[src/rtl/div_ctrl_pkg.sv]
// Shared types and defaults for the two-client divider arbiter.
package div_ctrl_pkg;

  typedef enum logic [1:0] {
    IDLE = 2'd0,
    LOAD = 2'd1,
    BUSY = 2'd2
  } state_t;

  localparam int unsigned DEF_W       = 4;
  localparam int unsigned DEF_DIV_LAT = 4;

  // Wide enough for any practical W; users slice the low W bits.
  localparam logic [31:0] DZ_QUOT = '1;

endpackage

[src/rtl/div_arbiter_if.sv]
// Request/response bundle between the two client datapaths and the arbiter.
interface div_arbiter_if
  import div_ctrl_pkg::*;
#(
  parameter int unsigned W = DEF_W
);

  logic         req0;
  logic         req1;
  logic [W-1:0] a0;
  logic [W-1:0] b0;
  logic [W-1:0] a1;
  logic [W-1:0] b1;
  logic         gnt0;
  logic         gnt1;
  logic         done0;
  logic         done1;
  logic [W-1:0] y0;
  logic [W-1:0] y1;
  logic         dz0;
  logic         dz1;
  logic         busy;

  modport master (
    output req0, req1, a0, b0, a1, b1,
    input  gnt0, gnt1, done0, done1, y0, y1, dz0, dz1, busy
  );

  modport slave (
    input  req0, req1, a0, b0, a1, b1,
    output gnt0, gnt1, done0, done1, y0, y1, dz0, dz1, busy
  );

endinterface

[src/rtl/div_arbiter_div.sv]
// Restoring unsigned divider: one quotient bit per cycle, first bit on the ld edge.
module div #(
  parameter int unsigned W = 4
) (
  input  logic         clk,
  input  logic         rst,
  input  logic         ld,
  input  logic [W-1:0] a,
  input  logic [W-1:0] b,
  output logic [W-1:0] y
);

  localparam int unsigned SW = $clog2(W + 1);

  logic [W-1:0]  r_rem;
  logic [W-1:0]  r_quo;
  logic [W-1:0]  r_dvs;
  logic [SW-1:0] r_steps;

  logic [W-1:0]  w_rem_in;
  logic [W-1:0]  w_quo_in;
  logic [W-1:0]  w_dvs;
  logic [W:0]    w_sh;
  logic          w_ge;
  logic [W-1:0]  w_rem_nx;
  logic [W-1:0]  w_quo_nx;
  logic          w_active;

  // The step on the ld edge reads operands straight from the ports.
  assign w_rem_in = ld ? '0 : r_rem;
  assign w_quo_in = ld ? a  : r_quo;
  assign w_dvs    = ld ? b  : r_dvs;
  assign w_sh     = {w_rem_in, w_quo_in[W-1]};
  assign w_ge     = (w_sh >= {1'b0, w_dvs});
  assign w_rem_nx = w_ge ? W'(w_sh - {1'b0, w_dvs}) : w_sh[W-1:0];
  assign w_quo_nx = {w_quo_in[W-2:0], w_ge};
  assign w_active = ld || (r_steps != '0);

  always_ff @(posedge clk or negedge rst) begin
    if (!rst) begin
      r_rem   <= '0;
      r_quo   <= '0;
      r_dvs   <= '0;
      r_steps <= '0;
    end else if (w_active) begin
      r_rem   <= w_rem_nx;
      r_quo   <= w_quo_nx;
      r_dvs   <= w_dvs;
      r_steps <= ld ? SW'(W - 1) : r_steps - 1'b1;
    end
  end

  assign y = r_quo;

endmodule

[src/rtl/div_arbiter.sv]
// Round-robin arbiter sharing one sequential divider between two requesters,
// with divide-by-zero answered directly from IDLE.
module div_arbiter
  import div_ctrl_pkg::*;
#(
  parameter int unsigned W       = DEF_W,
  parameter int unsigned DIV_LAT = DEF_DIV_LAT
) (
  input logic          clk,
  input logic          rst,
  div_arbiter_if.slave bus
);

  localparam int unsigned CW = $clog2(DIV_LAT + 1);

  state_t        r_state, w_state_nx;
  logic          r_last,  w_last_nx;
  logic          r_win,   w_win_nx;
  logic [W-1:0]  r_ra,    w_ra_nx;
  logic [W-1:0]  r_rb,    w_rb_nx;
  logic [CW-1:0] r_cnt,   w_cnt_nx;
  logic          r_gnt0,  w_gnt0_nx;
  logic          r_gnt1,  w_gnt1_nx;
  logic          r_done0, w_done0_nx;
  logic          r_done1, w_done1_nx;
  logic [W-1:0]  r_y0,    w_y0_nx;
  logic [W-1:0]  r_y1,    w_y1_nx;
  logic          r_dz0,   w_dz0_nx;
  logic          r_dz1,   w_dz1_nx;
  logic          r_busy,  w_busy_nx;

  logic          w_pick1;
  logic [W-1:0]  w_a;
  logic [W-1:0]  w_b;
  logic          w_ld;
  logic [W-1:0]  w_q;

  // Under contention the requester that did not win last time goes next.
  assign w_pick1 = bus.req1 && (!bus.req0 || !r_last);
  assign w_a     = w_pick1 ? bus.a1 : bus.a0;
  assign w_b     = w_pick1 ? bus.b1 : bus.b0;
  assign w_ld    = (r_state == LOAD);

  div #(.W(W)) u_div (
    .clk (clk),
    .rst (rst),
    .ld  (w_ld),
    .a   (r_ra),
    .b   (r_rb),
    .y   (w_q)
  );

  always_comb begin
    w_state_nx = r_state;
    w_last_nx  = r_last;
    w_win_nx   = r_win;
    w_ra_nx    = r_ra;
    w_rb_nx    = r_rb;
    w_cnt_nx   = r_cnt;
    w_gnt0_nx  = 1'b0;
    w_gnt1_nx  = 1'b0;
    w_done0_nx = 1'b0;
    w_done1_nx = 1'b0;
    w_y0_nx    = r_y0;
    w_y1_nx    = r_y1;
    w_dz0_nx   = r_dz0;
    w_dz1_nx   = r_dz1;

    case (r_state)
      IDLE: begin
        if (bus.req0 || bus.req1) begin
          w_last_nx = w_pick1;
          w_win_nx  = w_pick1;
          if (w_pick1) w_gnt1_nx = 1'b1;
          else         w_gnt0_nx = 1'b1;
          if (w_b == '0) begin
            if (w_pick1) begin
              w_y1_nx    = DZ_QUOT[W-1:0];
              w_dz1_nx   = 1'b1;
              w_done1_nx = 1'b1;
            end else begin
              w_y0_nx    = DZ_QUOT[W-1:0];
              w_dz0_nx   = 1'b1;
              w_done0_nx = 1'b1;
            end
          end else begin
            w_ra_nx    = w_a;
            w_rb_nx    = w_b;
            w_state_nx = LOAD;
          end
        end
      end
      LOAD: begin
        w_cnt_nx   = '0;
        w_state_nx = BUSY;
      end
      BUSY: begin
        if (r_cnt == CW'(DIV_LAT - 1)) begin
          w_state_nx = IDLE;
          if (r_win) begin
            w_y1_nx    = w_q;
            w_dz1_nx   = 1'b0;
            w_done1_nx = 1'b1;
          end else begin
            w_y0_nx    = w_q;
            w_dz0_nx   = 1'b0;
            w_done0_nx = 1'b1;
          end
        end else begin
          w_cnt_nx = r_cnt + 1'b1;
        end
      end
      default: w_state_nx = IDLE;
    endcase

    w_busy_nx = (w_state_nx != IDLE);
  end

  always_ff @(posedge clk or negedge rst) begin
    if (!rst) begin
      r_state <= IDLE;
      r_last  <= 1'b1;
      r_win   <= 1'b0;
      r_ra    <= '0;
      r_rb    <= '0;
      r_cnt   <= '0;
      r_gnt0  <= 1'b0;
      r_gnt1  <= 1'b0;
      r_done0 <= 1'b0;
      r_done1 <= 1'b0;
      r_y0    <= '0;
      r_y1    <= '0;
      r_dz0   <= 1'b0;
      r_dz1   <= 1'b0;
      r_busy  <= 1'b0;
    end else begin
      r_state <= w_state_nx;
      r_last  <= w_last_nx;
      r_win   <= w_win_nx;
      r_ra    <= w_ra_nx;
      r_rb    <= w_rb_nx;
      r_cnt   <= w_cnt_nx;
      r_gnt0  <= w_gnt0_nx;
      r_gnt1  <= w_gnt1_nx;
      r_done0 <= w_done0_nx;
      r_done1 <= w_done1_nx;
      r_y0    <= w_y0_nx;
      r_y1    <= w_y1_nx;
      r_dz0   <= w_dz0_nx;
      r_dz1   <= w_dz1_nx;
      r_busy  <= w_busy_nx;
    end
  end

  assign bus.gnt0  = r_gnt0;
  assign bus.gnt1  = r_gnt1;
  assign bus.done0 = r_done0;
  assign bus.done1 = r_done1;
  assign bus.y0    = r_y0;
  assign bus.y1    = r_y1;
  assign bus.dz0   = r_dz0;
  assign bus.dz1   = r_dz1;
  assign bus.busy  = r_busy;

endmodule

[src/flat_wrapper.sv]
// flat-port wrapper written by rule: the top's interface ports become plain ports
module div_arbiter_flat import div_ctrl_pkg::*;
#(
  parameter int unsigned W       = DEF_W,
  parameter int unsigned DIV_LAT = DEF_DIV_LAT
)
  (clk, rst, bus_req0, bus_req1, bus_a0, bus_b0, bus_a1, bus_b1, bus_gnt0, bus_gnt1, bus_done0, bus_done1, bus_y0, bus_y1, bus_dz0, bus_dz1, bus_busy);
  div_arbiter_if #(.W(W)) bus_i ();
  input logic clk;
  input logic rst;
  input wire logic [$bits(bus_i.req0)-1:0] bus_req0;
  input wire logic [$bits(bus_i.req1)-1:0] bus_req1;
  input wire logic [$bits(bus_i.a0)-1:0] bus_a0;
  input wire logic [$bits(bus_i.b0)-1:0] bus_b0;
  input wire logic [$bits(bus_i.a1)-1:0] bus_a1;
  input wire logic [$bits(bus_i.b1)-1:0] bus_b1;
  output wire logic [$bits(bus_i.gnt0)-1:0] bus_gnt0;
  output wire logic [$bits(bus_i.gnt1)-1:0] bus_gnt1;
  output wire logic [$bits(bus_i.done0)-1:0] bus_done0;
  output wire logic [$bits(bus_i.done1)-1:0] bus_done1;
  output wire logic [$bits(bus_i.y0)-1:0] bus_y0;
  output wire logic [$bits(bus_i.y1)-1:0] bus_y1;
  output wire logic [$bits(bus_i.dz0)-1:0] bus_dz0;
  output wire logic [$bits(bus_i.dz1)-1:0] bus_dz1;
  output wire logic [$bits(bus_i.busy)-1:0] bus_busy;
  assign bus_i.req0 = bus_req0;
  assign bus_i.req1 = bus_req1;
  assign bus_i.a0 = bus_a0;
  assign bus_i.b0 = bus_b0;
  assign bus_i.a1 = bus_a1;
  assign bus_i.b1 = bus_b1;
  assign bus_gnt0 = bus_i.gnt0;
  assign bus_gnt1 = bus_i.gnt1;
  assign bus_done0 = bus_i.done0;
  assign bus_done1 = bus_i.done1;
  assign bus_y0 = bus_i.y0;
  assign bus_y1 = bus_i.y1;
  assign bus_dz0 = bus_i.dz0;
  assign bus_dz1 = bus_i.dz1;
  assign bus_busy = bus_i.busy;
  div_arbiter #(.W(W), .DIV_LAT(DIV_LAT)) u_core (.clk(clk), .rst(rst), .bus(bus_i));
endmodule
[config.mk]
export PLATFORM = sky130hd
export DESIGN_NAME = div_arbiter_flat
export DESIGN_NICKNAME = d
export VERILOG_FILES = /design/src/rtl/div_ctrl_pkg.sv /design/src/rtl/div_arbiter_if.sv /design/src/rtl/div_arbiter_div.sv /design/src/rtl/div_arbiter.sv /design/src/flat_wrapper.sv
export SDC_FILE = /design/constraint.sdc
export NUM_CORES = 1
export LEC_CHECK = 0
export BUFFER_PORTS_ARGS = -buffer_cell sky130_fd_sc_hd__buf_2
export CAP_MARGIN = 15
export CORE_MARGIN = 1.5
export CORE_UTILIZATION = 25
export DETAILED_ROUTE_END_ITERATION = 10
export PLACE_DENSITY = 0.49
export SYNTH_ARGS = -nofsm -noshare
export SYNTH_HDL_FRONTEND = slang
export SYNTH_SLANG_ARGS = --single-unit
[constraint.sdc]
create_clock -name clk -period 3.24 [get_ports clk]
set_input_delay 0.648 -clock clk [delete_from_list [all_inputs] [get_ports clk]]
set_output_delay 0.648 -clock clk [all_outputs]
set_load 0.05 [all_outputs]
==> metrics.txt, run 1 <==
routed wire length 4.66 mm; Final Hold Slack 0.480 ns; Via density 4.55; Post-DRT Antenna Nets 0; first-pass iteration count of the detailed router 4; maximum vdd drop 0.235 mV; Critical Path AT 2.94 ns; Initial Util 25.7%; final setup fails 0; synthesized flop and latch total 45; Synth cell types 44; RePlAce Congestion 0.769; R2R cell count 8; PortBufs 34; H-tree lvl count 2; row count 34; synth top area cells dfrtp_1, mux2i_1, mux2_2, ha_1, nand2_1; CP Capture Type flop; Clock power frac 11.8%; Tcrit/Tclk final 85.1%; Fmax 0.363 GHz; area leader, netlist dfrtp_1; area of the core 8680 sq um; actual slew at the worst max-slew pin 0.996 ns; die width 97.4 um; # hold bufs at CTS 0; Max-Slew Margin vs Limit 33.6%; fraction of layout instances using a drive strength above 1 23.1%; worst-skew pair later-pin latency 0.29 ns; Worst Setup Path Type flop to flop; gr ovfl total 0; EDFF count, synth 0; Tot Pwr 0.00282 W; DRC viols 0; outcome finished, final reports clean; initial antenna violation count 0; Main synth FF type dfrtp_1; top cell type's share of synthesized area 49.4%; global-route wire length before repair 7.98 mm; largest buffer count on any clock path 2; WHS Path Cells 2; vias in the first global route 1657; Layout area overhead 15.9%; synth warn 0; Power Density 1090 nW/um^2; post-route clock skew 0.00507 ns; TritonCTS clock tree done; largest net degree at the start of global routing 46; # nets final 275; internal cell power 0.00160 W; syn nets 240; maxcap violations 0; Post-Route Utilization 29.8%; RSZ-0062 raised after global routing false; endpoints failing hold 0; via count 1616; Worst-path clk slew 0.08 ns; wire length per cell 13.1 um; commonest non-fill, non-tap cell in the layout dfrtp_1; Syn Area/Cell 10.6 sq um; FFs w/ async S/R, synth 100%; Seq/Total Area, Yosys 50.6%; Die Y 97.4 um; Switching Share 43.4%; Die ar. 9490 sq um; setup TNS 0 ns; Clock Sink Count 45; Period minus WS final 2.76 ns; CTS root buf clkbuf_8; Synth Instances 211; fin. max-slew vios 0; fin area 2580 sq um; CTS resizes 0; Static Leak 1.20 nW; GRT Overall Usage 10.5%; sw power 0.00123 W; Hold Crit Class flop to flop; Critical Path RT 3.42 ns; Area after DPL 2500 sq um; most frequent cells in the layout dfrtp_1, buf_2, nand2_1; CTS buffer count 5; post-CTS repair timing setup buffer count 0; critical path launch point type flop; Netlist Area Pre-Place 2230 sq um; DP Wirelength 3.49 mm; number of antenna diodes 0; CP Max Fanout 18; Top Ports 35; Logic pwr share 52.6%; sequential power share 35.6%; DRT iter0 DRCs 46
[layout make-up]
type | count | area (sq um)
Clock inverter | 2 | 10.0
Sequential cell | 45 | 1130
Fill cell | 930 | 6090
Timing Repair Buffer | 36 | 185
Tap cell | 108 | 135
Multi-Input combinational cell | 146 | 1010
Inverter | 12 | 45.0
Clock buffer | 6 | 72.6
[synth_stat cells (all sizes together), types with 2 or more instances]
cell	number
nor2b	3
ha	8
or3	2
o41ai	2
a21oi	7
a21o	3
o21ai	13
inv	12
clkbuf	4
o31ai	4
nand2b	3
a22o	4
nand2	25
buf	4
and2	6
nor2	17
mux2i	12
dfrtp	44
o22ai	3
o31a	2
nor3	5
and3	2
or4b	2
mux2	9
[cell families (layout without fill, tap and decap cells)]
family                     count (synthesis)  in the layout  synth area share [%]
adders and majority gates                  9              9                  5.39
DFF                                       45             45                  50.6
buffers and inverters                     20             56                  4.15
and+or+nand+nor                           71             71                  16.3
AOI/OAI and AO/OA                         43             43                  12.9
muxes                                     21             21                  9.93
xor gates and xnor gates                   2              2                 0.786
[per-stage QoR]
stage,cells,setup WS (ns)
CTS,355,0.481
finish,355,0.483
floorplan,211,0.568
global route,355,0.283
global placement,347,0.578
detailed placement,347,0.503
[worst paths after layout]
path / slack (ns) / from / to
hold reg to reg: 0.48 / u_core.u_div.r_dvs[0] / u_core.u_div.r_dvs[0]
setup / recovery: 0.48 / u_core.r_state[0] / u_core.u_div.r_rem[0]
max in group asynchronous: 2.11 / rst / u_core.u_div.r_steps[1]
setup reg to reg: 0.48 / u_core.r_state[0] / u_core.u_div.r_rem[0]
min in group asynchronous: 0.51 / rst / u_core.bus.done0
hold / removal: 0.48 / u_core.u_div.r_dvs[0] / u_core.u_div.r_dvs[0]
[critical path: stages, from the launching register on]
cell,delay [ns]
dfrtp_1,0.58
nand2b_4,0.20
o21ai_0,0.25
inv_1,0.11
ha_1,0.31
nor2b_1,0.14
o31a_1,0.33
or4b_1,0.48
a31o_1,0.23
[power groups by stage]
stage	Combinational, W	Sequential, W	Clock [W]
6_report	0.00148	0.00100	0.000334
5_1_grt	0.00168	0.00104	0.000376
4_1_cts	0.00151	0.00101	0.000349
3_5_place_dp	0.00151	0.00102	0
3_3_place_gp	0.00149	0.00101	0
2_1_floorplan	0.00102	0.00117	0
[layer usage]
| metal | vias to the layer above | global-route usage (%) | part of all wire (%) |
|---|---|---|---|
| met5 | - | 0 | 0 |
| met2 | 28 | 17.1 | 46 |
| met3 | 7 | 3.02 | 3.8 |
| li1 | 807 | - | - |
| met4 | 0 | 3.74 | 1.7 |
| met1 | 774 | 13.3 | 48 |
[flip-flops by register name (all words and copies together), names as in the netlist, 2 cells and up]
register / flops
u_core.u_div.r_dvs: 4
u_core.r_rb: 4
u_core.u_div.r_rem: 4
u_core.bus.y0: 4
u_core.u_div.r_steps: 3
u_core.u_div.y: 4
u_core.r_cnt: 3
u_core.r_state: 2
u_core.bus.y1: 4
u_core.r_ra: 4
No activity file was read; power rests on OpenSTA's default activity.
==> run 2, diff against run 1 <==
- BUFFER_PORTS_ARGS: -buffer_cell sky130_fd_sc_hd__buf_2 -> -buffer_cell sky130_fd_sc_hd__buf_4
==> metrics.txt, run 2 (synthesis results as in run 1) <==
outcome finished, final reports clean; Worst R2R Setup Slack 0.50 ns (+0.02 ns); Die ar. 9490 sq um (unchanged); CP Capture Type flop; final non-filler cell total 355 (unchanged); gr ovfl total 0 (unchanged); post-route clock skew 0.00681 ns (+0.00174 ns); first-pass iteration count of the detailed router 4 (unchanged); Top Ports 35 (unchanged); Worst Setup Path Type flop to flop; Hold Crit Class input port to async pin; maxcap violations 0 (unchanged); endpoints failing hold 0 (unchanged); # fillers 911 (-2.0%); Via density 4.48 (-1.5%); Critical Path RT 3.43 ns (about the same); CP Max Fanout 18 (unchanged); worst-skew pair later-pin latency 0.30 ns (about the same); Period minus WS final 2.74 ns (-0.0185 ns); largest net degree at the start of global routing 46 (unchanged); PortBufs 34 (unchanged); setup TNS 0 ns (unchanged); initial antenna violation count 0 (unchanged); fin. max-slew vios 0 (unchanged); final setup fails 0 (unchanged); dpl cells 347 (unchanged); Die Y 97.4 um (unchanged); RePlAce Congestion 0.772 (+0.38%); most frequent cells in the layout dfrtp_1, buf_4, nand2_1; Max-Slew Margin vs Limit 45.1% (+11 points); R2R Path Start u_core.r_state[0]; vias in the first global route 1557 (-6.0%); Tcrit/Tclk final 84.5% (-0.57 points); RSZ-0062 raised after global routing false; CTS resizes 0 (unchanged); die width 97.4 um (unchanged); TritonCTS clock tree done; Post-DRT Antenna Nets 0 (unchanged); maximum vdd drop 0.315 mV (+34%); Worst-path clk slew 0.08 ns (about the same); row count 34 (unchanged); DRC viols 0 (unchanged); H-tree lvl count 2 (unchanged); Power Density 1090 nW/um^2 (-0.33%); area of the core 8680 sq um (unchanged); actual slew at the worst max-slew pin 0.815 ns (-0.180 ns); fraction of layout instances using a drive strength above 1 23.5% (+0.40 points); global route hottest layer met2; r2r endpoint u_core.u_div.r_rem[0]; Clock Sink Count 45 (unchanged); Critical Path AT 2.93 ns (about the same); commonest non-fill, non-tap cell in the layout dfrtp_1; routed wire length 4.73 mm (+1.4%); Fmax 0.365 GHz (+0.68%); largest buffer count on any clock path 2 (unchanged); R2R cell count 8 (unchanged); Layout area overhead 20.6%; number of antenna diodes 0 (unchanged); post-CTS repair timing setup buffer count 0 (unchanged); global-route wire length before repair 7.89 mm (-1.1%); DP Wirelength 3.52 mm (+0.95%); via count 1592 (-1.5%); met1 Use GR 13.9% (+0.55 points); wire length per cell 13.3 um (+1.4%); # nets final 275 (unchanged); CTS buffer count 5 (unchanged); critical path launch point type flop; DRT iter0 DRCs 43 (-6.5%); Initial Util 25.7% (unchanged); CTS root buf clkbuf_8; met2 usage in global routing 17.0% (-0.11 points); Static Leak 1.24 nW (+3.6%); met3 Track Usage GR 2.59% (-0.43 points); # hold bufs at CTS 0 (unchanged); GRT Overall Usage 10.5% (about the same)
-- run 2: changes by cell type in the layout (fill, tap and decap cells not counted), sizes merged --
cell    delta
clkinv     -1
clkbuf     +1
-- run 2: final cells by class --
| class | instances | area [sq um] | area share [%] |
|---|---|---|---|
| flip-flops and latches | 45 | 1130 | 41.9 |
| multi-input cells | 146 | 1010 | 37.6 |
| repair buffers | 36 | 270 | 10.1 |
| well taps | 108 | 135 | 5.03 |
| clock buffers | 7 | 96.3 | 3.58 |
| inverters | 12 | 45.0 | 1.68 |
| clock inverters | 1 | 5.00 | 0.186 |
-- run 2: worst max-delay path, stage by stage (launching register included) --
cell      delay (ns)
dfrtp_1         0.60
nand2b_4        0.20
o21ai_0         0.24
inv_1           0.11
ha_1            0.30
nor2b_1         0.14
o31a_1          0.33
or4b_1          0.48
a31o_1          0.22
-- run 2: per-layer routing --
layer	vias up	share of wire [%]	wire length, um
met5	-	0	0
met4	0	1.3	63
met3	6	3.1	146
met2	20	47	2200
met1	755	49	2310
li1	811	-	-
-- run 2: stage by stage --
| step | hold slack [ns] | setup slack, ns | util (%) | area, sq um | total power (W) |
|---|---|---|---|---|---|
| after floorplan | 0.352 | 0.568 | - | 2230 | 0.00219 |
| after global placement | 0.455 | 0.570 | 29.8 | 2590 | 0.00256 |
| after detailed placement | 0.463 | 0.514 | 29.8 | 2590 | 0.00257 |
| after CTS | 0.372 | 0.506 | 31.0 | 2690 | 0.00296 |
| after global routing | 0.398 | 0.278 | 31.0 | 2690 | 0.00319 |
| final | 0.350 | 0.502 | 31.0 | 2690 | 0.00292 |
-- run 2: worst max-delay path by stage --
| stage | end | start | slack, ns | depth (start not counted) |
|---|---|---|---|---|
| final | u_core.u_div.r_rem[0] | u_core.r_state[0] | 0.50 | 8 |
| after global routing | u_core.u_div.r_rem[0] | u_core.r_state[0] | 0.28 | 8 |
| after CTS | u_core.u_div.r_rem[0] | u_core.r_state[0] | 0.51 | 8 |
| after detailed placement | u_core.u_div.r_rem[0] | u_core.r_state[0] | 0.51 | 8 |
| after global placement | u_core.u_div.r_rem[0] | u_core.r_state[0] | 0.57 | 8 |
| after floorplan | u_core.u_div.r_rem[0] | u_core.r_state[1] | 0.57 | 12 |
-- run 2: report_power, final --
part	switching, W	internal (W)	leakage, nW
Combinational	0.000870	0.000663	0.664
Clock	0.000190	0.000193	0.0542
Sequential	0.000182	0.000827	0.522
==> run 3, diff against run 2 <==
- clock period: 3.24 -> 2.6 ns (I/O delays scaled with it)
==> metrics.txt, run 3 (synthesis results as in run 1) <==
post-route setup slack 0.221 ns (-0.280 ns); CTS root buf clkbuf_8; CP Max Fanout 8 (-10); Hold Crit Class input port to async pin; vias in the first global route 1556 (-0.064%); GRT Overall Usage 10.1% (-0.41 points); row count 34 (unchanged); Initial Util 25.7% (unchanged); Worst R2R Setup Slack 0.22 ns (-0.28 ns); r2r endpoint u_core.u_div.r_rem[0]; initial antenna violation count 0 (unchanged); DRC viols 0 (unchanged); Tcrit/Tclk final 91.5% (+7.0 points); number of antenna diodes 0 (unchanged); post-route clock skew 0.00695 ns (+0.000140 ns); outcome finished, final reports clean; final setup fails 0 (unchanged); die width 97.4 um (unchanged); Critical Path AT 2.57 ns (-0.36 ns); R2R Path Start u_core.r_state[1]; PortBufs 34 (unchanged); via count 1624 (+2.0%); Layout area overhead 24.1%; routed wire length 4.59 mm (-2.9%); setup TNS 0 ns (unchanged); Via density 4.50 (+0.31%); RePlAce Congestion 0.806 (+4.4%); DP Wirelength 3.38 mm (-3.9%); maxcap violations 0 (unchanged); # nets final 281 (+2.2%); Power Density 1400 nW/um^2 (+28%); largest net degree at the start of global routing 46 (unchanged); maximum vdd drop 0.298 mV (-5.3%); DRT iter0 DRCs 72 (+67%); sequential power share 31.8% (-2.7 points); Die Y 97.4 um (unchanged); Worst Setup Path Type flop to flop; Fmax 0.420 GHz (+15%); first-pass iteration count of the detailed router 4 (unchanged); commonest non-fill, non-tap cell in the layout dfrtp_1; internal cell power 0.00231 W (+37%); Top Ports 35 (unchanged); wire length per cell 12.7 um (-4.5%); CP Capture Type flop; endpoints failing hold 0 (unchanged); Period minus WS final 2.38 ns (-0.360 ns); Static Leak 1.28 nW (+3.5%); Logic pwr share 52.0% (-0.4 points); Critical Path RT 2.79 ns (-0.64 ns); worst-skew pair later-pin latency 0.29 ns (about the same); critical path launch point type flop; Die ar. 9490 sq um (unchanged); Post-DRT Antenna Nets 0 (unchanged); global-route wire length before repair 7.79 mm (-1.3%); R2R cell count 8 (unchanged); sw power 0.00155 W (+25%); fraction of layout instances using a drive strength above 1 25.3% (+1.8 points); fin. max-slew vios 0 (unchanged); gr ovfl total 0 (unchanged); area of the core 8680 sq um (unchanged); # hold bufs at CTS 0 (unchanged); Max-Slew Margin vs Limit 44.0% (-1.0 points); Switching Share 40.1% (-2.3 points); Clock power frac 16.1% (+3.0 points); Setup WS pre-CTS 0.169 ns (-0.346 ns); Worst-path clk slew 0.09 ns (about the same); largest buffer count on any clock path 2 (unchanged); Clock Sink Count 45 (unchanged); most frequent cells in the layout dfrtp_1, buf_4, nand2_1; H-tree lvl count 2 (unchanged); TritonCTS clock tree done; RSZ-0062 raised after global routing false; CTS buffer count 5 (unchanged); actual slew at the worst max-slew pin 0.831 ns (+0.0152 ns)
[run 3: changes by cell type in the layout (fill, tap and decap cells not counted), sizes merged]
cell | previous run | this run
clkbuf | 7 | 5
buf | 36 | 42
bufinv | 0 | 2
[run 3: what timing repair did]
action                     CTS  global route
hold endpoints to repair     0             0
setup buffers                0             0
setup endpoints to repair    0             1
gates resized for setup      0             1
[run 3: stage by stage]
stage / utilization [%] / instance area [sq um] / hold WS, ns / std cells / total power (W)
floorplan: - / 2230 / 0.224 / 211 / 0.00274
global placement: 30.3 / 2630 / 0.452 / 353 / 0.00326
detailed placement: 30.3 / 2630 / 0.463 / 353 / 0.00327
CTS: 31.9 / 2770 / 0.234 / 361 / 0.00390
global route: 31.9 / 2770 / 0.253 / 361 / 0.00419
finish: 31.9 / 2770 / 0.214 / 361 / 0.00387
[run 3: how the worst max path moves through the flow]
stage,from,endpoint,cells past startpoint
floorplan,u_core.r_state[1],u_core.u_div.r_rem[0],11
global placement,u_core.r_state[1],u_core.u_div.r_rem[0],8
detailed placement,u_core.r_state[1],u_core.u_div.r_rem[0],8
CTS,u_core.r_state[1],u_core.u_div.r_rem[0],8
global route,u_core.r_state[1],u_core.u_div.r_rem[0],10
finish,u_core.r_state[1],u_core.u_div.r_rem[0],8
[run 3: area by class of cell]
type | count | area (sq um)
inverter | 12 | 45.0
sequential | 45 | 1130
fill | 930 | 5910
clock inverter | 3 | 65.1
clock buffer | 5 | 68.8
timing repair buffer | 42 | 315
multi-input combinational | 146 | 1010
tap | 108 | 135
[run 3: per-layer routing]
layer / track usage (%) / wire [um] / part of all wire (%)
met2: 14.4 / 1950 / 43
met3: 2.16 / 139 / 3.0
met4: 3.30 / 53 / 1.2
met1: 15.2 / 2450 / 53
met5: 0 / 0 / 0
[run 3: power by group through the flow]
stage | Combinational, W | Sequential (W) | Clock (W)
CTS | 0.00202 | 0.00124 | 0.000643
detailed placement | 0.00202 | 0.00124 | 0
floorplan | 0.00128 | 0.00146 | 0
finish | 0.00201 | 0.00123 | 0.000623
global placement | 0.00202 | 0.00124 | 0
global route | 0.00226 | 0.00127 | 0.000668
[run 3: worst max-delay path, cell delays in order (launching register included)]
cell and delay [ns]:
dfrtp_1 0.39, buf_4 0.16, nor2b_1 0.21, mux2i_1 0.27, ha_1 0.22, nor2b_1 0.06
o31a_1 0.28, or4b_1 0.47, a31o_1 0.22
